### src/rtl/regfile_pkg.sv
// Shared definitions for the register-file arbiter: default widths, lock states
// and request kinds.
package regfile_pkg;
  localparam int RF_DW = 8;
  localparam int RF_AW = 3;

  localparam logic REQ_READ  = 1'b0;
  localparam logic REQ_WRITE = 1'b1;

  typedef enum logic [1:0] {IDLE, LOCK0, LOCK1} lock_state_e;
endpackage

### src/rtl/rr_arb2.sv
// Two-way round-robin grant. The pointer names the requester that wins the next tie.
// freeze holds the pointer across a grant.
module rr_arb2 (
  input  logic       clk,
  input  logic       rst,
  input  logic [1:0] req,
  input  logic       freeze,
  output logic [1:0] gnt
);
  logic rr;

  always_comb begin
    gnt = req;
    if (&req) gnt = rr ? 2'b10 : 2'b01;
  end

  // After a grant the pointer moves to the other requester.
  always_ff @(posedge clk or posedge rst)
    if (rst)                   rr <= 1'b0;
    else if (|gnt && !freeze)  rr <= gnt[0];
endmodule

### src/rtl/regfile_arb.sv
// Two-requester arbiter in front of a 2R/1W register file, with round-robin grant.
// Define REGFILE_ARB_LOCK_EN to build the exclusive-access lock FSM.
module regfile_arb
  import regfile_pkg::*;
#(
  parameter int DW = RF_DW,
  parameter int AW = RF_AW
) (
  input  logic            clk,
  input  logic            rst,
  input  logic [1:0]      req_valid,
  output logic [1:0]      req_ready,
  input  logic [1:0]      req_we,
  input  logic [2*AW-1:0] req_addr1,
  input  logic [2*AW-1:0] req_addr2,
  input  logic [2*DW-1:0] req_wdata,
  input  logic [1:0]      req_lock,
  output logic [1:0]      resp_valid,
  output logic [DW-1:0]   resp_data1,
  output logic [DW-1:0]   resp_data2,
  output logic            rf_read,
  output logic            rf_write,
  output logic [AW-1:0]   rf_read_port_1,
  output logic [AW-1:0]   rf_read_port_2,
  output logic [AW-1:0]   rf_write_port_1,
  output logic [DW-1:0]   rf_in,
  input  logic [DW-1:0]   rf_out1,
  input  logic [DW-1:0]   rf_out2
);
  logic [1:0] req_eff, gnt;
  logic       freeze;

  rr_arb2 u_arb (.clk(clk), .rst(rst), .req(req_eff), .freeze(freeze), .gnt(gnt));

`ifdef REGFILE_ARB_LOCK_EN
  lock_state_e state, state_nxt;

  assign req_eff = (state == LOCK0) ? (req_valid & 2'b01) :
                   (state == LOCK1) ? (req_valid & 2'b10) : req_valid;

  // The pointer stays frozen while locked; the releasing grant updates it.
  always_comb begin
    state_nxt = state;
    freeze    = 1'b0;
    case (state)
      IDLE: begin
        if (gnt[0] && req_lock[0])      state_nxt = LOCK0;
        else if (gnt[1] && req_lock[1]) state_nxt = LOCK1;
      end
      LOCK0: begin
        freeze = 1'b1;
        if (gnt[0] && !req_lock[0]) begin
          state_nxt = IDLE;
          freeze    = 1'b0;
        end
      end
      LOCK1: begin
        freeze = 1'b1;
        if (gnt[1] && !req_lock[1]) begin
          state_nxt = IDLE;
          freeze    = 1'b0;
        end
      end
      default: state_nxt = IDLE;
    endcase
  end

  always_ff @(posedge clk or posedge rst)
    if (rst) state <= IDLE;
    else     state <= state_nxt;
`else
  logic unused_lock;
  assign unused_lock = ^req_lock;
  assign req_eff     = req_valid;
  assign freeze      = 1'b0;
`endif

  logic          sel, we_g;
  logic [AW-1:0] a1_g, a2_g;
  logic [DW-1:0] wd_g;

  assign sel  = gnt[1];
  assign we_g = req_we[sel];
  assign a1_g = sel ? req_addr1[2*AW-1:AW] : req_addr1[AW-1:0];
  assign a2_g = sel ? req_addr2[2*AW-1:AW] : req_addr2[AW-1:0];
  assign wd_g = sel ? req_wdata[2*DW-1:DW] : req_wdata[DW-1:0];

  assign req_ready       = gnt;
  assign rf_read         = (|gnt) && (we_g == REQ_READ);
  assign rf_write        = (|gnt) && (we_g == REQ_WRITE);
  assign rf_read_port_1  = rf_read  ? a1_g : '0;
  assign rf_read_port_2  = rf_read  ? a2_g : '0;
  assign rf_write_port_1 = rf_write ? a1_g : '0;
  assign rf_in           = rf_write ? wd_g : '0;

  always_ff @(posedge clk or posedge rst)
    if (rst) resp_valid <= 2'b00;
    else     resp_valid <= rf_read ? gnt : 2'b00;

  // The register file registers its outputs, so read data passes straight through.
  assign resp_data1 = (|resp_valid) ? rf_out1 : '0;
  assign resp_data2 = (|resp_valid) ? rf_out2 : '0;
endmodule

### config.mk
export PLATFORM = sky130hd
export DESIGN_NAME = regfile_arb
export DESIGN_NICKNAME = d
export VERILOG_FILES = /design/src/rtl/regfile_pkg.sv /design/src/rtl/rr_arb2.sv /design/src/rtl/regfile_arb.sv
export SDC_FILE = /design/constraint.sdc
export NUM_CORES = 1
export LEC_CHECK = 0
export BUFFER_PORTS_ARGS = -buffer_cell sky130_fd_sc_hd__buf_2
export CORE_MARGIN = 2
export CORE_UTILIZATION = 26
export CTS_CLUSTER_SIZE = 10
export DETAILED_ROUTE_END_ITERATION = 8
export PLACE_DENSITY = 0.8
export REMOVE_ABC_BUFFERS = 1
export SETUP_SLACK_MARGIN = 0.02
export SLEW_MARGIN = 25
export SYNTH_ARGS = -nofsm -noshare
export SYNTH_HDL_FRONTEND = slang
export SYNTH_HIERARCHICAL = 1
export SYNTH_SLANG_ARGS = --single-unit
### constraint.sdc
create_clock -name clk -period 1.3 [get_ports clk]
set_input_delay 0.13 -clock clk [delete_from_list [all_inputs] [get_ports clk]]
set_output_delay 0.13 -clock clk [all_outputs]
set_load 0.01 [all_outputs]
After elaboration in Yosys (flattened, before gate mapping)
Index checks and enable logic that the tools add are counted.

storage, ports and cells
  output and inout bits = 39
  word-level logic and storage cells = 23
  flip-flop bits (word level) = 3

cells by class
  order comparisons = 1
  bitwise logic cells = 1
  reductions and logical operators = 5
  mux-type cells = 14

operators with widths
  cell                  number
  $mux W8               4
  $mux W3               5
  $mux W2               3
  $reduce_or A2 Y1      2
  $logic_and A1 B1 Y1   2
  $lt A1 B2 Y1 const B  1
  $mux W1               2
  $reduce_and A2 Y1     1
  $not A1 Y1            1

Depth between registers and ports, before layout
Gate-level depths: netlist of run 1.

  word-level depth = 7
  gate-level depth with buffers = 5
  depth with buffers taken out = 4

Modules after synthesis
The synthesis of run 1 kept the hierarchy.

modules (own cells, without submodules)
  module       instances  area an instance (um^2)  cells each
  regfile_arb  1          523.0                    65
  rr_arb2      1          63.8                     7

Worst setup path after synthesis of run 1
No wires, ideal clock.

  path type = flip-flop to output port
  start = register u_arb.rr
  end = output port rf_write_port_1[0]
  path slack = -0.235 ns
  data required time = 1.170 ns
  buffers on the path = 1
  stages on the path, launching flop included = 5
  arrival = 1.405 ns
  cells stage by stage = dfrtp_1 a21boi_0 buf_2 nand2_1 o2bb2ai_1

on the way
  elaborated cells on any way between the ends = 8

RTL lines
  what                      RTL line           source
  start: declaration        rr_arb2.sv:10      logic rr;
  start signal: assignment  rr_arb2.sv:20      else if (|gnt && !freeze) rr <= gnt[0];
  $mux W2 (2 in a row)      rr_arb2.sv:14      if (&req) gnt = rr ? 2'b10 : 2'b01;
  net req_ready[0]          regfile_arb.sv:12  output logic [1:0] req_ready,
  $reduce_or A2 Y1          regfile_arb.sv:90  assign rf_write = (|gnt) && (we_g == REQ_WRITE);
  $logic_and A1 B1 Y1       regfile_arb.sv:90
  $mux W3                   regfile_arb.sv:93  assign rf_write_port_1 = rf_write ? a1_g : '0;
  end: declaration          regfile_arb.sv:25  output logic [AW-1:0] rf_write_port_1,

The timed path passes the listed nets, and every way through them passes these cells. The select of a mux whose other input is x is not followed.

Final worst setup path of run 1
  start = register u_arb.rr
  end = output port rf_read_port_2[0]

on the way
  cells in the longest elaborated chain, start to end = 7
  elaborated cells on any way between the ends = 9

RTL lines
  what                                        RTL line           source
  $mux W2 (*) (2 in a row)                    rr_arb2.sv:14
  $mux W1 (implied by the code) (2 in a row)  regfile_arb.sv:83  assign we_g = req_we[sel];
  $not A1 Y1                                  regfile_arb.sv:89  assign rf_read = (|gnt) && (we_g == REQ_READ);
  $logic_and A1 B1 Y1                         regfile_arb.sv:89
  $mux W3 (*)                                 regfile_arb.sv:92  assign rf_read_port_2 = rf_read ? a2_g : '0;
  end: declaration                            regfile_arb.sv:24  output logic [AW-1:0] rf_read_port_2,

Every way passes the cells marked *; elsewhere a longest branch is shown, timed or not. The select of a mux whose other input is x is not followed.

==> out/qor.csv, run 1 <==
metric,value,unit
clock_latency,240,ps
synth-edff-count,0,
dieArea,2650,sq um
power_leakage,0.763,nW
synth.avg_cell_area,8.15,sq um
crit_path_start,u_arb/rr$_DFFE_PP0P_,
slowest_delay,390,ps
ios,91,
hold_viol,0,
die_x,51.5,um
grt_pass1_vias,940,
yosysTopAreaCell,o2bb2ai_1,
drt_iter0_drc,6,
design_area,1400,sq um
port_buffers,88,
synth.top_cells.by_area,"o2bb2ai_1 (19%), nor2b_1 (16%), dfrtp_1 (13%)",
dp_hpwl,1980,um
gr-total-overflow,0,
core-area,2170,sq um
rows,17,
fin_setup_tns,-6240,ps
fin_ws,-378,ps
post-route-drc-count,0,
clockRootBuffer,clkbuf_4,
drive_gt1_share,81.7,%
synth_top_area_share,19.4,%
cts.htree.levels,1,
dpl-instance-area,1040,sq um
grt_use_total,20.3,%
crit_path_end,rf_read_port_2[0],
cts_tree,built,
place.gp.congestion,0.752,
pre_cts_ws,-225,ps
synth_seq_cells,3,
async_reset_ff_share,100,%
cp.depth,5,
synth_area,587,sq um
placed_cells_incl_taps,187,
crit_fanout,8,
viasPerCell,4.84,
power,0.911,mW
yosysWarnings,6,
initial_core_util,27.0,%
cts_buffers,3,
path_delay_family,simple AND/OR/NAND/NOR gates,
worstPathArrival,1550,ps
area_growth,139,%
post_drt_wl_per_cell,13.8,um
ir_drop,377,uV
min_period_over_period,129,%
path_buf_inv,1,
power_density,650,nW/um^2
required,1170,ps
clkTransAtPathRegs,40,ps
clock_path_buffers,2,
r2r_start,u_arb/rr$_DFFE_PP0P_,
r2r_end,resp_valid[0]$_DFF_PP0_,
max_cap_violations,0,
fin_crit,1680,ps
status,finished with violations,
slew_viol_final,0,
grt_setup_unrepaired,true,
routed_wl,2800,um
hp-class,input port to flip-flop,
fin_hold_ws,222,ps
synthCells,72,
end_kind,output port,
synthFlopType,dfrtp_1,
setup_viol,22,
cp-start-kind,flip-flop,
finalNetCount,228,
crit_chain,nand2b_4 -> and2_4 -> nor2b_4 -> a32o_1 -> buf_2,
final_core_util,64.6,%
grt_max_degree,13,
antenna_cells,0,
dr.pass1.iters,4,
fmax,596,MHz
synth.distinct_cells,23,
critPathSlowestCell,dfrtp_1,
path_class,flip-flop to output port,
synth_seq_area_share,12.8,%
die_y,51.5,um
dr_total_vias,983,
cts_sinks,3,
antenna_found_initial,0,
r2r.worst_path.cells,5,
yosysMostFrequentCell,nor2b_1,
ant_nets,0,
r2r_slack,-50,ps
grt_pass1_wl,3970,um
fin_skew,3.66,ps
instances_no_fill,203,
ys_top_cells_by_count,"nor2b_1 (15), o2bb2ai_1 (13), nand3_1 (8)",
violations,negative setup slack,
cells in the final DEF, fill, tap and decap left out:
| cell type | n |
|---|---|
| nand2b_4 | 5 |
| o21bai_4 | 1 |
| nor2_4 | 1 |
| and2b_1 | 2 |
| a21boi_2 | 1 |
| and2_2 | 1 |
| nand3_2 | 7 |
| nand3_1 | 1 |
| nor2b_4 | 2 |
| inv_1 | 3 |
| buf_2 | 83 |
| nor2b_1 | 11 |
| nor2b_2 | 3 |
| a2bb2o_4 | 2 |
| inv_2 | 1 |
| o2bb2ai_1 | 3 |
| o2bb2ai_2 | 10 |
| dlygate4sd3_1 | 1 |
| clkbuf_4 | 3 |
| conb_1 | 2 |
| and2_4 | 3 |
| a32o_1 | 3 |
| buf_6 | 11 |
| buf_4 | 7 |
| a211oi_2 | 1 |
| nand2_4 | 1 |
| clkbuf_1 | 1 |
| dfrtp_1 | 3 |
| a21o_1 | 1 |
| nand2b_1 | 1 |
layer usage:
layer / vias to the layer above / global-route usage, % / part of all wire [%]
li1: 466 / - / -
met1: 451 / 18.3 / 32
met2: 64 / 42.5 / 58
met3: 2 / 4.02 / 9.7
met4: 0 / 8.33 / 0.61
met5: - / 0 / 0
worst min-delay path by stage:
| stage | start | end | slack, ps | cells past startpoint |
|---|---|---|---|---|
| after floorplan | rst | u_arb/rr$_DFFE_PP0P_ | -140 | 1 |
| after CTS | req_we[1] | resp_valid[1]$_DFF_PP0_ | 150 | 2 |
| final | req_valid[0] | u_arb/rr$_DFFE_PP0P_ | 220 | 3 |
| after global placement | rst | u_arb/rr$_DFFE_PP0P_ | -20 | 2 |
| after detailed placement | rst | u_arb/rr$_DFFE_PP0P_ | -20 | 2 |
| after global routing | req_valid[0] | u_arb/rr$_DFFE_PP0P_ | 220 | 3 |
cell type report:
class / count / area [sq um]
sequential: 3 / 75.1
fill: 187 / 768
clock buffer: 4 / 26.3
timing repair buffer: 102 / 602
multi-input combinational: 62 / 648
tap: 28 / 35.0
inverter: 4 / 15.0
worst register-to-register path, cell delays in order (launching register included):
cell      delay [ps]
dfrtp_1          410
nand2b_4         170
and2_2           220
and2_4           180
buf_4            140
a211oi_2         150
cell families after synthesis:
logic type | synth area share [%]
simple gates | 38.0
compound gates | 37.3
buf+inv | 11.3
flops | 12.8
other cells | 0.639
repair_timing:
item | CTS | global route
hold buffers | 1 | 0
pin swaps | 12 | 7
buffers inserted | 5 | 3
gates resized for setup | 29 | 23
setup endpoints to repair | 36 | 38
endpoints found under the hold margin | 3 | 0
cloned | 4 | 0
where the power goes:
part,switching (mW),internal [mW]
sequential,0.0127,0.105
clock,0.0540,0.115
combinational,0.289,0.334
registers in the layout, summed over array words and instances, names as in the netlist:
signal,flops
resp_valid,2
u_arb/rr,1
No activity file was read; power rests on OpenSTA's default activity.
==> inputs of run 2 (changes only) <==
Settings changed: ABC_CLOCK_PERIOD_IN_PS from default to 1300, CORE_UTILIZATION 26 to 27, CTS_BUF_LIST from default to sky130_fd_sc_hd__clkbuf_8, CTS_CLUSTER_SIZE 10 to 16, PLACE_DENSITY 0.8 to 0.82.
==> run 2 against run 1 <==
Net effect: the flow still finishes with violations (negative setup slack); first-iteration DRC count did not move; non-clock buffer count fell by 1; hold slack improved by 5.0 ps; routed wire length fell by 2.4%; die area fell by 3.4%; cell count fell by 0.99%; clock power rose by 59%; total power rose by 4.2%; maximum frequency rose by 2.9%; sequential cell count did not move; largest power group unchanged; highest routed layer unchanged.
==> out/qor.csv, run 2 (synthesized netlist as in run 1, its figures left out) <==
metric,value,unit,change
regMostFlops,resp_valid,,
end_kind,output port,,
post-route-drc-count,0,,unchanged
r2r_end,resp_valid[0]$_DFF_PP0_,,
fin_ws,-331,ps,+46.7 ps
fmax,613,MHz,+2.9%
power.share.clock,28.3,%,+9.7 points
clock_latency,220,ps,-20 ps
ff_latch_area,75.1,sq um,unchanged
post_drt_wl_per_cell,13.6,um,-1.4%
area_growth,120,%,
pre_cts_ws,-182,ps,+42.4 ps
cts.htree.levels,1,,unchanged
dr.pass1.iters,2,,-2
setup_viol,20,,-9.1%
pwr-share-seq,12.3,%,-0.6 points
die_y,50.6,um,-1.7%
r2r.worst_path.cells,5,,unchanged
antenna_found_initial,0,,unchanged
min_period_over_period,125,%,-3.6 points
clockRootBuffer,clkbuf_8,,
dr_wl_met3,261,um,-3.7%
fin_setup_tns,-4740,ps,+1490 ps
top_layer,met4,,
grt_max_degree,14,,+1
crit_fanout,5,,-3
routed_wl,2730,um,-2.4%
cts_sinks,3,,unchanged
layout_common_cells,"buf_2 (85), nor2b_1 (14), nand3_1 (8), o2bb2ai_1 (8), buf_4 (8)",,
die_x,50.6,um,-1.7%
r2r_slack,50,ps,+100 ps
grt_setup_unrepaired,true,,
worstHoldStart,req_valid[0],,
fin_skew,5.37,ps,+1.71 ps
cts_buffers,3,,unchanged
clock_path_buffers,2,,unchanged
cts_tree,built,,
required,1170,ps,about the same
finalNetCount,227,,-0.44%
dieArea,2560,sq um,-3.4%
dr_total_vias,959,,-2.4%
final_core_util,64.6,%,about the same
grt_pass1_vias,939,,-0.11%
r2r_start,u_arb/rr$_DFFE_PP0P_,,
viasPerCell,4.77,,-1.5%
largest_register_ffs,2,,unchanged
grt_pass1_wl,4030,um,+1.4%
slew_viol_final,0,,unchanged
port_buffers,88,,unchanged
grt_use_total,20.0,%,-0.27 points
fin_crit,1630,ps,-46.7 ps
ios,91,,unchanged
ant_nets,0,,unchanged
drive_gt1_share,71.8,%,-9.9 points
dpl-instance-area,1070,sq um,+2.0%
power_leakage,0.734,nW,-3.7%
wl_met1,877,um,-1.8%
status,finished with violations,,
top_regs,"resp_valid (2), u_arb/rr (1)",,
power_density,734,nW/um^2,+13%
layout_commonest_cell,buf_2,,
fin_hold_ws,227,ps,+4.98 ps
place.gp.congestion,0.691,,-8.1%
worstPathArrival,1500,ps,-50 ps
rows,16,,-1
switching_share,35.8,%,-3.3 points
antenna_cells,0,,unchanged
dp_hpwl,2020,um,+1.9%
fillCellCount,188,,+0.53%
gr-total-overflow,0,,unchanged
hold_viol,0,,unchanged
p_int,0.610,mW,+9.9%
multi_input_area,551,sq um,-15%
ir_drop,448,uV,+19%
max_cap_violations,0,,unchanged
clkTransAtPathRegs,40,ps,about the same
violations,negative setup slack,,
path_class,flip-flop to output port,,
met2_length,1570,um,-2.5%
cp-start-kind,flip-flop,,
drt_iter0_drc,6,,unchanged
p_comb_share,59.4,%,-9.0 points
hold_path_end,u_arb/rr$_DFFE_PP0P_,,
core-area,2000,sq um,-7.7%
initial_core_util,29.3,%,+2.3 points
hp-class,input port to flip-flop,,
p_sw,0.340,mW,-4.6%
design_area,1290,sq um,-7.7%
min_path_cells,3,,unchanged
-- run 2: cell count changes in the layout (fill, tap and decap cells not counted), moves of 2 or more --
cell       before  now
nor2b_2         3    1
buf_2          83   85
o2bb2ai_2      10    5
nand3_2         7    0
clkbuf_8        0    3
buf_6          11    7
nor2b_1        11   14
nand3_1         1    8
o2bb2ai_1       3    8
clkbuf_4        3    0
-- run 2: how the worst max path moves through the flow --
stage | from | endpoint | cells past startpoint
after floorplan | u_arb/rr$_DFFE_PP0P_ | rf_read_port_2[0] | 3
after global placement | u_arb/rr$_DFFE_PP0P_ | rf_read_port_1[2] | 5
after detailed placement | u_arb/rr$_DFFE_PP0P_ | rf_read_port_2[2] | 5
after CTS | u_arb/rr$_DFFE_PP0P_ | rf_read_port_2[1] | 5
after global routing | u_arb/rr$_DFFE_PP0P_ | rf_read_port_1[0] | 6
final | u_arb/rr$_DFFE_PP0P_ | rf_read_port_1[0] | 6
-- run 2: final cells by class --
class	count	area share [%]
tap	27	2.61
timing repair buffer	101	44.4
inverter	4	1.16
sequential	3	5.80
clock buffer	3	3.19
clock inverter	1	0.290
multi-input combinational	62	42.6
-- run 2: metrics by stage --
| step | power [mW] | cells |
|---|---|---|
| after CTS | 0.893 | 198 |
| final | 0.949 | 201 |
| after detailed placement | 0.569 | 189 |
| after global routing | 1.00 | 201 |
| after global placement | 0.555 | 189 |
| after floorplan | 0.337 | 67 |
-- run 2: worst max-delay path, cell delays in order, from the launching register on --
cell and delay [ps]:
dfrtp_1 400, nand2b_4 160, and2_4 150, buf_4 130
nand2b_4 140, a2bb2o_4 210, buf_6 90
-- run 2: per-layer routing --
layer	vias up	track usage, %
met1	431	18.5
met3	2	3.57
li1	464	-
met5	-	0
met2	62	43.0
met4	0	5.41
-- run 2: repair_timing --
action,4_1_cts,5_1_grt
setup buffers,3,2
endpoints found under the hold margin,3,0
gates cloned,1,2
hold buffers,1,0
resized for setup,11,18
setup endpoints to repair,36,37
pin swaps,5,8
-- run 2: power by group through the flow --
stage | clock [mW] | sequential, mW | combinational [mW]
CTS | 0.275 | 0.113 | 0.505
global placement | 0 | 0.112 | 0.443
floorplan | 0 | 0.114 | 0.222
detailed placement | 0 | 0.113 | 0.456
finish | 0.268 | 0.117 | 0.564
global route | 0.278 | 0.118 | 0.607
